### config.mk
export PLATFORM = sky130hd
export DESIGN_NAME = cv32e40p_wb_arbiter
export DESIGN_NICKNAME = d
export VERILOG_FILES = /design/src/rtl/cv32e40p_wb_arbiter.sv
export SDC_FILE = /design/constraint.sdc
export NUM_CORES = 1
export LEC_CHECK = 0
export ABC_AREA = 1
export BUFFER_PORTS_ARGS = -buffer_cell sky130_fd_sc_hd__buf_2
export CAP_MARGIN = 40
export CORE_MARGIN = 1.5
export CORE_UTILIZATION = 51
export DETAILED_ROUTE_END_ITERATION = 16
export PLACE_DENSITY_LB_ADDON = 0.12
export SYNTH_ARGS = -nofsm -noshare
export SYNTH_HDL_FRONTEND = slang
export SYNTH_SLANG_ARGS = --single-unit
### constraint.sdc
create_clock -name clk -period 8.22 [get_ports clk]
set_clock_uncertainty 0.15 [all_clocks]
set_input_delay 0 -clock clk [delete_from_list [all_inputs] [get_ports clk]]
set_output_delay 0 -clock clk [all_outputs]
set_load 0.05 [all_outputs]
### src/rtl/cv32e40p_wb_arbiter.sv
// cv32e40p_wb_arbiter: per-source result FIFOs arbitrated onto one registered register-file write port
module cv32e40p_wb_arbiter #(
  parameter int NUM_SRC = 3,
  parameter int DEPTH   = 2,
  parameter int ADDR_W  = 6,
  parameter int DATA_W  = 32
) (
  input  logic                      clk,
  input  logic                      rst_n,
  input  logic [NUM_SRC-1:0]        src_valid_i,
  output logic [NUM_SRC-1:0]        src_ready_o,
  input  logic [NUM_SRC*ADDR_W-1:0] src_waddr_i,
  input  logic [NUM_SRC*DATA_W-1:0] src_wdata_i,
  input  logic [NUM_SRC-1:0]        src_nowb_i,
  input  logic                      wb_ready_i,
  input  logic                      flush_i,
  output logic                      rf_we_o,
  output logic [ADDR_W-1:0]         rf_waddr_o,
  output logic [DATA_W-1:0]         rf_wdata_o,
  output logic                      contention_o,
  input  logic                      perf_clr_i,
  output logic [31:0]               perf_cnt_o
);
  localparam int PW = DEPTH > 1 ? $clog2(DEPTH) : 1;
  localparam int CW = $clog2(DEPTH + 1);
  localparam int IW = $clog2(NUM_SRC);

  logic [PW-1:0]     rd_ptr [NUM_SRC];
  logic [PW-1:0]     wr_ptr [NUM_SRC];
  logic [CW-1:0]     cnt [NUM_SRC];
  logic [ADDR_W-1:0] mem_addr [NUM_SRC][DEPTH];
  logic [DATA_W-1:0] mem_data [NUM_SRC][DEPTH];
  logic              mem_nowb [NUM_SRC][DEPTH];
  logic [ADDR_W-1:0] head_addr [NUM_SRC];
  logic [DATA_W-1:0] head_data [NUM_SRC];
  logic [NUM_SRC-1:0] push, pop, pending, skip;
  logic              gnt;
  logic [IW-1:0]     gnt_idx, rr_ptr, rr_idx;
  logic [31:0]       perf_cnt;

  for (genvar i = 0; i < NUM_SRC; i++) begin : g_src
    assign head_addr[i]   = mem_addr[i][rd_ptr[i]];
    assign head_data[i]   = mem_data[i][rd_ptr[i]];
    assign skip[i]        = cnt[i] != '0 && mem_nowb[i][rd_ptr[i]];
    assign pending[i]     = cnt[i] != '0 && !mem_nowb[i][rd_ptr[i]];
    assign src_ready_o[i] = cnt[i] != CW'(DEPTH) && !flush_i;
    assign push[i]        = src_valid_i[i] && src_ready_o[i];
    assign pop[i]         = !flush_i && (skip[i] || (gnt && gnt_idx == IW'(i)));
    // storage writes at the tail; entries themselves need no reset
    always_ff @(posedge clk) begin
      if (push[i]) begin
        mem_addr[i][wr_ptr[i]] <= src_waddr_i[i*ADDR_W +: ADDR_W];
        mem_data[i][wr_ptr[i]] <= src_wdata_i[i*DATA_W +: DATA_W];
        mem_nowb[i][wr_ptr[i]] <= src_nowb_i[i];
      end
    end
    // pointers wrap explicitly at DEPTH-1 so non-power-of-2 depths work
    always_ff @(posedge clk or negedge rst_n) begin
      if (!rst_n) begin
        rd_ptr[i] <= '0;
        wr_ptr[i] <= '0;
        cnt[i]    <= '0;
      end else if (flush_i) begin
        rd_ptr[i] <= '0;
        wr_ptr[i] <= '0;
        cnt[i]    <= '0;
      end else begin
        if (push[i]) wr_ptr[i] <= wr_ptr[i] == PW'(DEPTH - 1) ? '0 : wr_ptr[i] + 1'b1;
        if (pop[i]) rd_ptr[i] <= rd_ptr[i] == PW'(DEPTH - 1) ? '0 : rd_ptr[i] + 1'b1;
        cnt[i] <= cnt[i] + CW'(push[i]) - CW'(pop[i]);
      end
    end
  end

  // source 0 wins outright; otherwise the first pending source after rr_ptr among 1..NUM_SRC-1
  always_comb begin
    gnt     = 1'b0;
    gnt_idx = '0;
    rr_idx  = '0;
    if (!flush_i && wb_ready_i) begin
      if (pending[0]) gnt = 1'b1;
      else
        for (int k = NUM_SRC - 1; k >= 1; k--) begin
          rr_idx = IW'((int'(rr_ptr) + k - 1) % (NUM_SRC - 1) + 1);
          if (pending[rr_idx]) begin
            gnt     = 1'b1;
            gnt_idx = rr_idx;
          end
        end
    end
  end

  assign contention_o = wb_ready_i && ($countones(pending) > 1);
  assign perf_cnt_o   = perf_cnt;

  // registered write port; address and data hold when idle
  always_ff @(posedge clk or negedge rst_n) begin
    if (!rst_n) begin
      rf_we_o    <= 1'b0;
      rf_waddr_o <= '0;
      rf_wdata_o <= '0;
    end else begin
      rf_we_o <= gnt;
      if (gnt) begin
        rf_waddr_o <= head_addr[gnt_idx];
        rf_wdata_o <= head_data[gnt_idx];
      end
    end
  end

  // round-robin pointer moves only on grants to the shared sources
  always_ff @(posedge clk or negedge rst_n) begin
    if (!rst_n) rr_ptr <= IW'(NUM_SRC - 1);
    else if (gnt && gnt_idx != '0) rr_ptr <= gnt_idx;
  end

  // saturating contention counter, frozen during flush, clear beats increment
  always_ff @(posedge clk or negedge rst_n) begin
    if (!rst_n) perf_cnt <= '0;
    else if (!flush_i) perf_cnt <= perf_clr_i ? '0 : (contention_o && perf_cnt != '1) ? perf_cnt + 1 : perf_cnt;
  end
endmodule

Word level (Yosys, flattened, before mapping)
Memory sizes are Yosys's and may differ from the RTL's.
Cells that the tools add are included.
{"block": "word_totals", "ff_bits": 85, "ram_bits": 234, "wordCells": 210, "mem_count": 3}
{"memory": "mem_data", "words": 3, "word_bits": 64, "rd": 3, "rd_clocked_by_memory_dff": 0, "wr": 3, "line_no": "32", "rtl": "logic [DATA_W-1:0] mem_data [NUM_SRC][DEPTH];"}
{"memory": "mem_addr", "words": 3, "word_bits": 12, "rd": 3, "rd_clocked_by_memory_dff": 0, "wr": 3, "line_no": "31", "rtl": "logic [ADDR_W-1:0] mem_addr [NUM_SRC][DEPTH];"}
{"memory": "mem_nowb", "words": 3, "word_bits": 2, "rd": 3, "rd_clocked_by_memory_dff": 0, "wr": 3, "line_no": "33", "rtl": "logic mem_nowb [NUM_SRC][DEPTH];"}
{"block": "op_classes", "addsub": 21, "n_lt_le_gt_ge": 13, "n_eq_ne": 6, "n_mux": 98, "bitwise": 10, "n_reduce_logical": 45}
{"operator": "2-to-1 mux 32 bit", "count": 16}
{"operator": "2-to-1 mux 64 bit", "count": 3}
{"operator": "demux 32 bit (select 1 bit)", "count": 3}
{"operator": "2-to-1 mux 6 bit", "count": 14}
{"operator": "binary-select mux 32 bit (select 2 bit)", "count": 1}
{"operator": "2-to-1 mux 1 bit", "count": 39}
{"operator": "2-to-1 mux 12 bit", "count": 3}
{"operator": "adder 32 x 1 -> 32 bit (second input constant)", "count": 1}
{"operator": "inequality test 32 bit (second input constant)", "count": 1}
{"operator": "logical AND 1 bit", "count": 25}
{"operator": "nonzero test 2 bit", "count": 11}
{"operator": "2-to-1 mux 2 bit", "count": 10}
{"operator": "demux 6 bit (select 1 bit)", "count": 3}
{"operator": "binary-select mux 6 bit (select 2 bit)", "count": 1}
{"operator": ">= comparator 2 bit (second input constant)", "count": 6}
{"operator": "inverter 1 -> 2 bit", "count": 6}
{"operator": "subtractor 3 x 1 -> 4 bit (second input constant)", "count": 2}
{"operator": "adder 1 bit (second input constant)", "count": 6}
{"operator": "adder 2 x 1 -> 2 bit", "count": 3}
{"operator": "< comparator 2 x 1 -> 1 bit (second input constant)", "count": 3}
{"operator": "< comparator 2 x 3 -> 1 bit (second input constant)", "count": 2}
{"operator": "inequality test 2 bit (second input constant)", "count": 3}
{"operator": "subtractor 2 x 1 -> 2 bit", "count": 3}
{"operator": "adder 2 bit (second input constant)", "count": 2}
{"operator": "17 further kinds", "count": 26}

Logic depth before layout (Yosys ltp)
Gate-level depths: netlist (run 1).
{"block": "depth", "ltp_word": 18, "mapped_depth": 16}

Least setup slack after synthesis (run 1)
No wires, ideal clock.
{"block": "synth_timing", "path_kind": "reg-to-reg", "start": "register cnt[1] in the netlist's numbering", "end": "memory mem_addr[0][24] in the netlist's numbering, enable pin", "arrival_ns": 3.202, "path_slack_ns": 4.432, "stages_incl_launch_ff": 4, "path_buffers": 0, "cell_sequence": "dfrtp_1 > a21oi_1 > nand2_1 > nor2_1"}
{"element": "start, declared", "line_no": "30", "rtl": "logic [CW-1:0] cnt [NUM_SRC];"}
{"element": "start signal, assigned by index", "line_no": "70", "rtl": "cnt[i] <= cnt[i] + CW'(push[i]) - CW'(pop[i]);"}
{"element": "end, declared", "line_no": "31"}

Worst setup path after layout (run 1)
{"block": "layout_timing", "start": "register rd_ptr[2] in the netlist's numbering", "end": "register rf_wdata_o[18]"}
{"block": "layout_between", "elab_chain_len": 16}
{"element": "start, declared", "line_no": "28", "rtl": "logic [PW-1:0] rd_ptr [NUM_SRC];"}
{"element": "start signal, assigned by index", "line_no": "69", "rtl": "if (pop[i]) rd_ptr[i] <= rd_ptr[i] == PW'(DEPTH - 1) ? '0 : rd_ptr[i] + 1'b1;"}
{"element": "inverter 1 -> 2 bit (not written as such) (*)", "line_no": "43, 45"}
{"element": "2-to-1 mux 1 bit (not written as such) (3 in a row)", "line_no": "45", "rtl": "assign pending[i] = cnt[i] != '0 && !mem_nowb[i][rd_ptr[i]];"}
{"element": "zero test 1 bit", "line_no": "45"}
{"element": "logical AND 1 bit", "line_no": "45"}
{"element": "binary-select mux 1 bit (select 2 bit)", "line_no": "85", "rtl": "if (pending[rr_idx]) begin"}
{"element": "2-to-1 mux 1 bit (not written as such)", "line_no": "85"}
{"element": "2-to-1 mux 2 bit (2 in a row)", "line_no": "85"}
{"element": "2-to-1 mux 2 bit", "line_no": "81", "rtl": "if (pending[0]) gnt = 1'b1;"}
{"element": "2-to-1 mux 2 bit", "line_no": "80", "rtl": "if (!flush_i && wb_ready_i) begin"}
{"element": "inverter 2 -> 3 bit (not written as such)", "line_no": "106", "rtl": "rf_wdata_o <= head_data[gnt_idx];"}
{"element": "binary-select mux 32 bit (select 2 bit)", "line_no": "106"}
{"element": "2-to-1 mux 32 bit (not written as such) (2 in a row)", "line_no": "106"}
{"element": "end signal, assigned", "line_no": "106"}
{"element": "end, declared", "line_no": "19", "rtl": "output logic [DATA_W-1:0] rf_wdata_o,"}
Mark *: on every way between the ends. The rest lies on a longest branch, timed or not. The select of a mux whose other input is x is not followed.
A chain may end at the register's enable or synchronous reset.

==> flow_summary.json, run 1 <==
{
  "required_ns": 8.52,
  "ant_nets": 0,
  "ys_seq_elements": 318,
  "clock-root-buffer": "clkbuf_16",
  "final-seq-area_mm2": 0.00913,
  "ir_drop_v": 0.000225,
  "cts_tree": "yes",
  "synthArstFlopShare_pct": 26.4,
  "fin_nets": 1701,
  "clk_latency_ns": 0.51,
  "cts_setup_buffers": 0,
  "initial_core_util_pct": 51.8,
  "cp-startpoint": "rd_ptr[2]",
  "ys_seq_area_share_pct": 67.9,
  "cp-endpoint": "rf_wdata_o[18]",
  "grt_usage_pct": 24.6,
  "slew_headroom_pct": 44.3,
  "p_per_area_mw_per_mm2": 300,
  "firstDrtPassIters": 4,
  "syn_nets": 1375,
  "num_vias": 9729,
  "ios": 200,
  "numPortBuffers": 199,
  "fillers": 2033,
  "cts_max_level": 2,
  "synth_area_mm2": 0.0135,
  "post-route-min-period_ns": 3.90,
  "worstSetupStartpointType": "register",
  "ys.flop_type": "edfxtp_1",
  "p_total_uw": 5170,
  "cts_resized": 0,
  "cts_made_buffers": 34,
  "synth_top_cell_area_share_pct": 52.2,
  "fmaxAchievable_ghz": 0.256,
  "crit_fanout": 41,
  "worstPathCellList": "inv_2, nand2_1, nand3_1, nand2_1, nor2_1, nand2_2, buf_16, nand3_1, inv_2, nand2_1, nand2_1",
  "yosysTopAreaCell": "edfxtp_1",
  "synth.avg_cell_area_um2": 10.8,
  "cp-end-kind": "register",
  "syn_inst": 1243,
  "yosysMostFrequentCell": "nand2_1",
  "drt_iter0_drc": 706,
  "drive_gt1_share_pct": 17.9,
  "critical_path_class": "register to register",
  "crit_path_max_incr_delay_ns": 0.90,
  "hpwl_um": 20100,
  "cpMostUsedCell": "nand2_1",
  "grt_first_pass_wirelength_um": 51000,
  "cap_violations": 0,
  "synth.distinct_cells": 27,
  "ctsLongestPathBuffers": 3,
  "setup_viol": 0,
  "antenna_found_initial": 2,
  "r2r-start": "rd_ptr[2]",
  "synth_common_cells": "nand2_1, edfxtp_1, nor2_1",
  "r2r-end": "rf_wdata_o[18]",
  "num_rows": 59,
  "cts.sink_count": 318,
  "hold_ws_ns": 0.0570,
  "yosysWarnings": 0,
  "grt_max_degree": 48,
  "tightestPinTransition_ns": 0.836,
  "holdBufCountCts": 125,
  "p_leak_uw": 0.00722,
  "arrival_ns": 4.20,
  "hp-class": "input port to register",
  "multi_input_area_mm2": 0.00395,
  "slew_violations": 0,
  "die_x_um": 165,
  "drc": 0,
  "status": "finished, final reports clean",
  "hold_viol": 0,
  "avgViaCountPerCell": 5.04,
  "grt_overflow": 0,
  "dieArea_mm2": 0.0274,
  "grt_pass1_vias": 9544,
  "core_area_mm2": 0.0260,
  "area_growth_pct": 28.2,
  "rsz0062_at_grt": "false",
  "clk_pin_slew_worst_paths_ns": 0.06,
  "fp.dieH_um": 165,
  "setup_tns_ns": 0,
  "synth.area.top_cells": "edfxtp_1, dfrtp_1, nand2_1, mux2i_1, nor2_1",
  "wl_per_cell_um": 16.9,
  "globalplace.congestion": 0.878,
  "r2r_setup_slack_ns": 4.32,
  "rr_worst_depth": 11,
  "synth_edf_count": 234,
  "finalCritPeriodShare_pct": 47.5,
  "wl_um": 32700,
  "critPathSlowestCell": "dfrtp_2"
}
-- state kept, by name, summed over array words and instances (netlist names) --
| signal | count |
|---|---|
| cnt | 6 |
| mem_addr | 36 |
| mem_data | 192 |
| mem_nowb | 6 |
| perf_cnt_o | 32 |
| rd_ptr | 3 |
| rf_waddr_o | 6 |
| rf_wdata_o | 32 |
| rf_we_o | 1 |
| rr_ptr | 1 |
| wr_ptr | 3 |
-- cell families (layout without fill, tap and decap cells) --
logic type | count (synthesis) | count (layout) | share of synthesized area [%]
multiplexers | 75 | 75 | 5.58
flip-flops | 318 | 318 | 67.9
AO/OA/AOI/OAI | 52 | 52 | 1.93
XOR/XNOR | 20 | 20 | 1.30
adder cells (fa/ha/maj) | 7 | 7 | 0.651
other | 0 | 2 | 0
AND/OR/NAND/NOR | 672 | 672 | 19.5
buffers and inverters | 99 | 449 | 3.13
-- cell type report --
type                    instances  area share [%]
diodes                          2          0.0290
clock buffers                  42            5.29
clock inverters                18            1.20
inverters                      51            1.11
multi-input cells             826            22.9
flip-flops and latches        318            53.0
well taps                     335            2.43
repair buffers                338            14.1
-- worst min-delay path by stage --
stage	start	endpoint	cells after the start
6_report	src_waddr_i[1]	mem_addr[0][1]	2
5_1_grt	src_wdata_i[35]	mem_data[0][67]	2
4_1_cts	src_wdata_i[11]	mem_data[0][43]	2
3_5_place_dp	rst_n	perf_cnt_o[15]	1
3_3_place_gp	rst_n	perf_cnt_o[15]	1
2_1_floorplan	rst_n	cnt[0]	0
-- stage by stage --
| stage | cells | utilization [%] | cell area, um^2 | setup WS, ns |
|---|---|---|---|---|
| floorplan | 1243 | - | 13500 | 4.43 |
| global placement | 1739 | 56.8 | 14800 | 4.15 |
| detailed placement | 1743 | 57.2 | 14900 | 4.23 |
| CTS | 1928 | 66.4 | 17200 | 4.23 |
| global route | 1929 | 66.4 | 17200 | 3.94 |
| finish | 1930 | 66.4 | 17200 | 4.32 |
-- cells in the final DEF (no fill, tap or decap), types with 10 or more instances in the layout --
cell type,n
buf_4,11
a21oi_1,10
dfrtp_1,81
inv_1,44
dlygate4sd3_1,125
clkbuf_16,35
nand3_1,55
nor2_1,172
nand2_1,425
xnor2_1,13
o21ai_1,16
mux2i_1,75
buf_2,198
edfxtp_1,234
o21ai_0,26
-- metal layers --
metal | GRT usage [%] | up-vias | wire length (um)
met5 | 0 | - | 0
met4 | 6.78 | 0 | 697
met3 | 3.72 | 55 | 1720
met2 | 41.5 | 282 | 16200
met1 | 33.3 | 4616 | 14100
li1 | - | 4776 | -
-- report_power, final --
group          total (uW)  switching (uW)  leakage [uW]  internal [uW]
Clock                1530             615      0.000543            919
Combinational        1480            1020       0.00345            456
Sequential           2160             170       0.00322           1990
-- critical path: cells and delay by family (launching register included) --
family,cells,cell delay [ns]
flip-flops,1,0.90
AND/OR/NAND/NOR,8,1.35
buffers and inverters,3,1.41
(Power assumes the default switching activity.)
==> run 2: changes to the inputs <==
==> constraint.sdc (replaced) <==
create_clock -name clk -period 3.45 [get_ports clk]
set_clock_uncertainty 0.15 [all_clocks]
set_input_delay 0 -clock clk [delete_from_list [all_inputs] [get_ports clk]]
set_output_delay 0 -clock clk [all_outputs]
set_load 0.05 [all_outputs]
==> run 2 against run 1 <==
  * Clock power grew 120%
  * Cell area shrank 0.14%
  * Utilization shrank 0.091 points
  * Fmax grew 51%
  * Routed wire length shrank 0.58%
  * Register-to-register slack lost 3.4 ns
  * Critical path depth grew 2
  * Via count shrank 1.2%
  * Worst setup slack lost 3.4 ns
  * Total power grew 130%
  * Flip-flop and latch count is the same
  * Worst hold slack gained 0.0018 ns
  * Largest cell class unchanged
  * Largest power group unchanged
  * Highest routed layer unchanged
==> flow_summary.json, run 2 (synthesis results as in run 1) <==
{
  "cp-end-kind": "register",
  "post-route-min-period_ns": 2.58,
  "setup_viol": 0,
  "area_growth_pct": 28.0,
  "num_vias": 9614,
  "fp.dieH_um": 165,
  "worstSetupStartpointType": "register",
  "r2r-start": "rd_ptr[2]",
  "clk_latency_ns": 0.51,
  "drive_gt1_share_pct": 18.3,
  "drt_iter0_drc": 550,
  "ctsLongestPathBuffers": 3,
  "grt_pass1_vias": 9594,
  "wl_per_cell_um": 16.8,
  "slew_violations": 0,
  "arrival_ns": 2.80,
  "p_leak_uw": 0.00721,
  "hp-class": "input port to register",
  "core_area_mm2": 0.0260,
  "firstDrtPassIters": 5,
  "cts_resized": 0,
  "drc": 0,
  "cts.sink_count": 318,
  "ios": 200,
  "cts_max_level": 2,
  "critical_path_class": "register to register",
  "clock-root-buffer": "clkbuf_16",
  "num_rows": 59,
  "min_to": "mem_data[0][48]",
  "crit_fanout": 16,
  "wl_um": 32500,
  "grt_usage_pct": 24.4,
  "r2r-end": "cnt[5]",
  "initial_core_util_pct": 51.8,
  "ir_drop_v": 0.000455,
  "cts_tree": "yes",
  "antenna_found_initial": 1,
  "largest_register_ffs": 192,
  "fmaxAchievable_ghz": 0.387,
  "final_cell_area_mm2": 0.0172,
  "placedCellCount": 1749,
  "cts_made_buffers": 35,
  "finalCritPeriodShare_pct": 74.8,
  "grt_max_degree": 40,
  "holdPathStages": 2,
  "avgViaCountPerCell": 4.96,
  "rr_worst_depth": 13,
  "rsz0062_at_grt": "false",
  "tightestPinTransition_ns": 0.810,
  "r2r_setup_slack_ns": 0.87,
  "post-route-util_pct": 66.3,
  "hold_path.startpoint": "src_wdata_i[16]",
  "p_total_uw": 12100,
  "grt_first_pass_wirelength_um": 50300,
  "hold_viol": 0,
  "slew_headroom_pct": 45.9,
  "clk_pin_slew_worst_paths_ns": 0.06,
  "grt_overflow": 0,
  "ant_nets": 0,
  "hpwl_um": 20400,
  "required_ns": 3.67,
  "die_x_um": 165,
  "mostFrequentLayoutCell": "nand2_1",
  "status": "finished, final reports clean",
  "fin_nets": 1709,
  "p_per_area_mw_per_mm2": 703,
  "globalplace.congestion": 0.898,
  "numPortBuffers": 199,
  "cap_violations": 0,
  "dpl_cell_area_mm2": 0.0149,
  "layout_common_cells": "nand2_1, edfxtp_1, buf_2",
  "cts_setup_buffers": 0,
  "setup_tns_ns": 0,
  "dieArea_mm2": 0.0274,
  "stdcell_count": 1938
}
## run 2: critical path: stages (launching register included)
cell	delay, ns
dfrtp_2	0.50
inv_2	0.09
nand2_1	0.06
nand3_1	0.14
nand2_1	0.09
nor2_1	0.11
nand2_2	0.25
nand3_1	0.27
a21oi_1	0.10
ha_1	0.28
inv_1	0.04
ha_1	0.18
xor2_1	0.15
nor2_1	0.05
## run 2: what timing repair did
item,CTS,global route
hold endpoints to repair,355,0
setup endpoints to repair,0,0
hold buffers,126,0
## run 2: routing by layer
| layer | wire (um) | vias to the layer above | track usage (%) |
|---|---|---|---|
| met5 | 0 | - | 0 |
| met4 | 803 | 0 | 7.79 |
| met3 | 1730 | 62 | 4.00 |
| met2 | 16100 | 287 | 42.1 |
| met1 | 13900 | 4476 | 31.5 |
| li1 | - | 4789 | - |
## run 2: through the flow
step	hold slack, ns	worst slack (ns)
5_1_grt	0.0674	0.538
3_3_place_gp	-0.206	0.949
6_report	0.0588	0.868
2_1_floorplan	-0.446	-0.338
3_5_place_dp	-0.204	0.874
4_1_cts	0.0481	0.849
## run 2: report_power, final
part | internal (uW) | leakage (uW) | switching, uW
sequential | 4740 | 0.00322 | 317
clock | 2010 | 0.000512 | 1420
combinational | 1090 | 0.00347 | 2540
total | 7840 | 0.00721 | 4270
## run 2: final cells by class
type / count / area, um^2
repair buffers: 345 / 2470
fillers: 1996 / 8760
multi-input cells: 826 / 3950
flip-flops and latches: 318 / 9130
diodes: 1 / 2.50
clock inverters: 9 / 51.3
well taps: 335 / 419
clock buffers: 53 / 1000
inverters: 51 / 191
## run 2: worst max path at each step
stage	startpoint	end	cells past startpoint
floorplan	cnt[1]	mem_addr[0][24]	3
global placement	rd_ptr[2]	rf_wdata_o[21]	10
detailed placement	rd_ptr[2]	rf_wdata_o[30]	10
CTS	rd_ptr[2]	rf_wdata_o[30]	10
global route	rd_ptr[2]	rf_wdata_o[0]	10
finish	rd_ptr[2]	cnt[5]	13
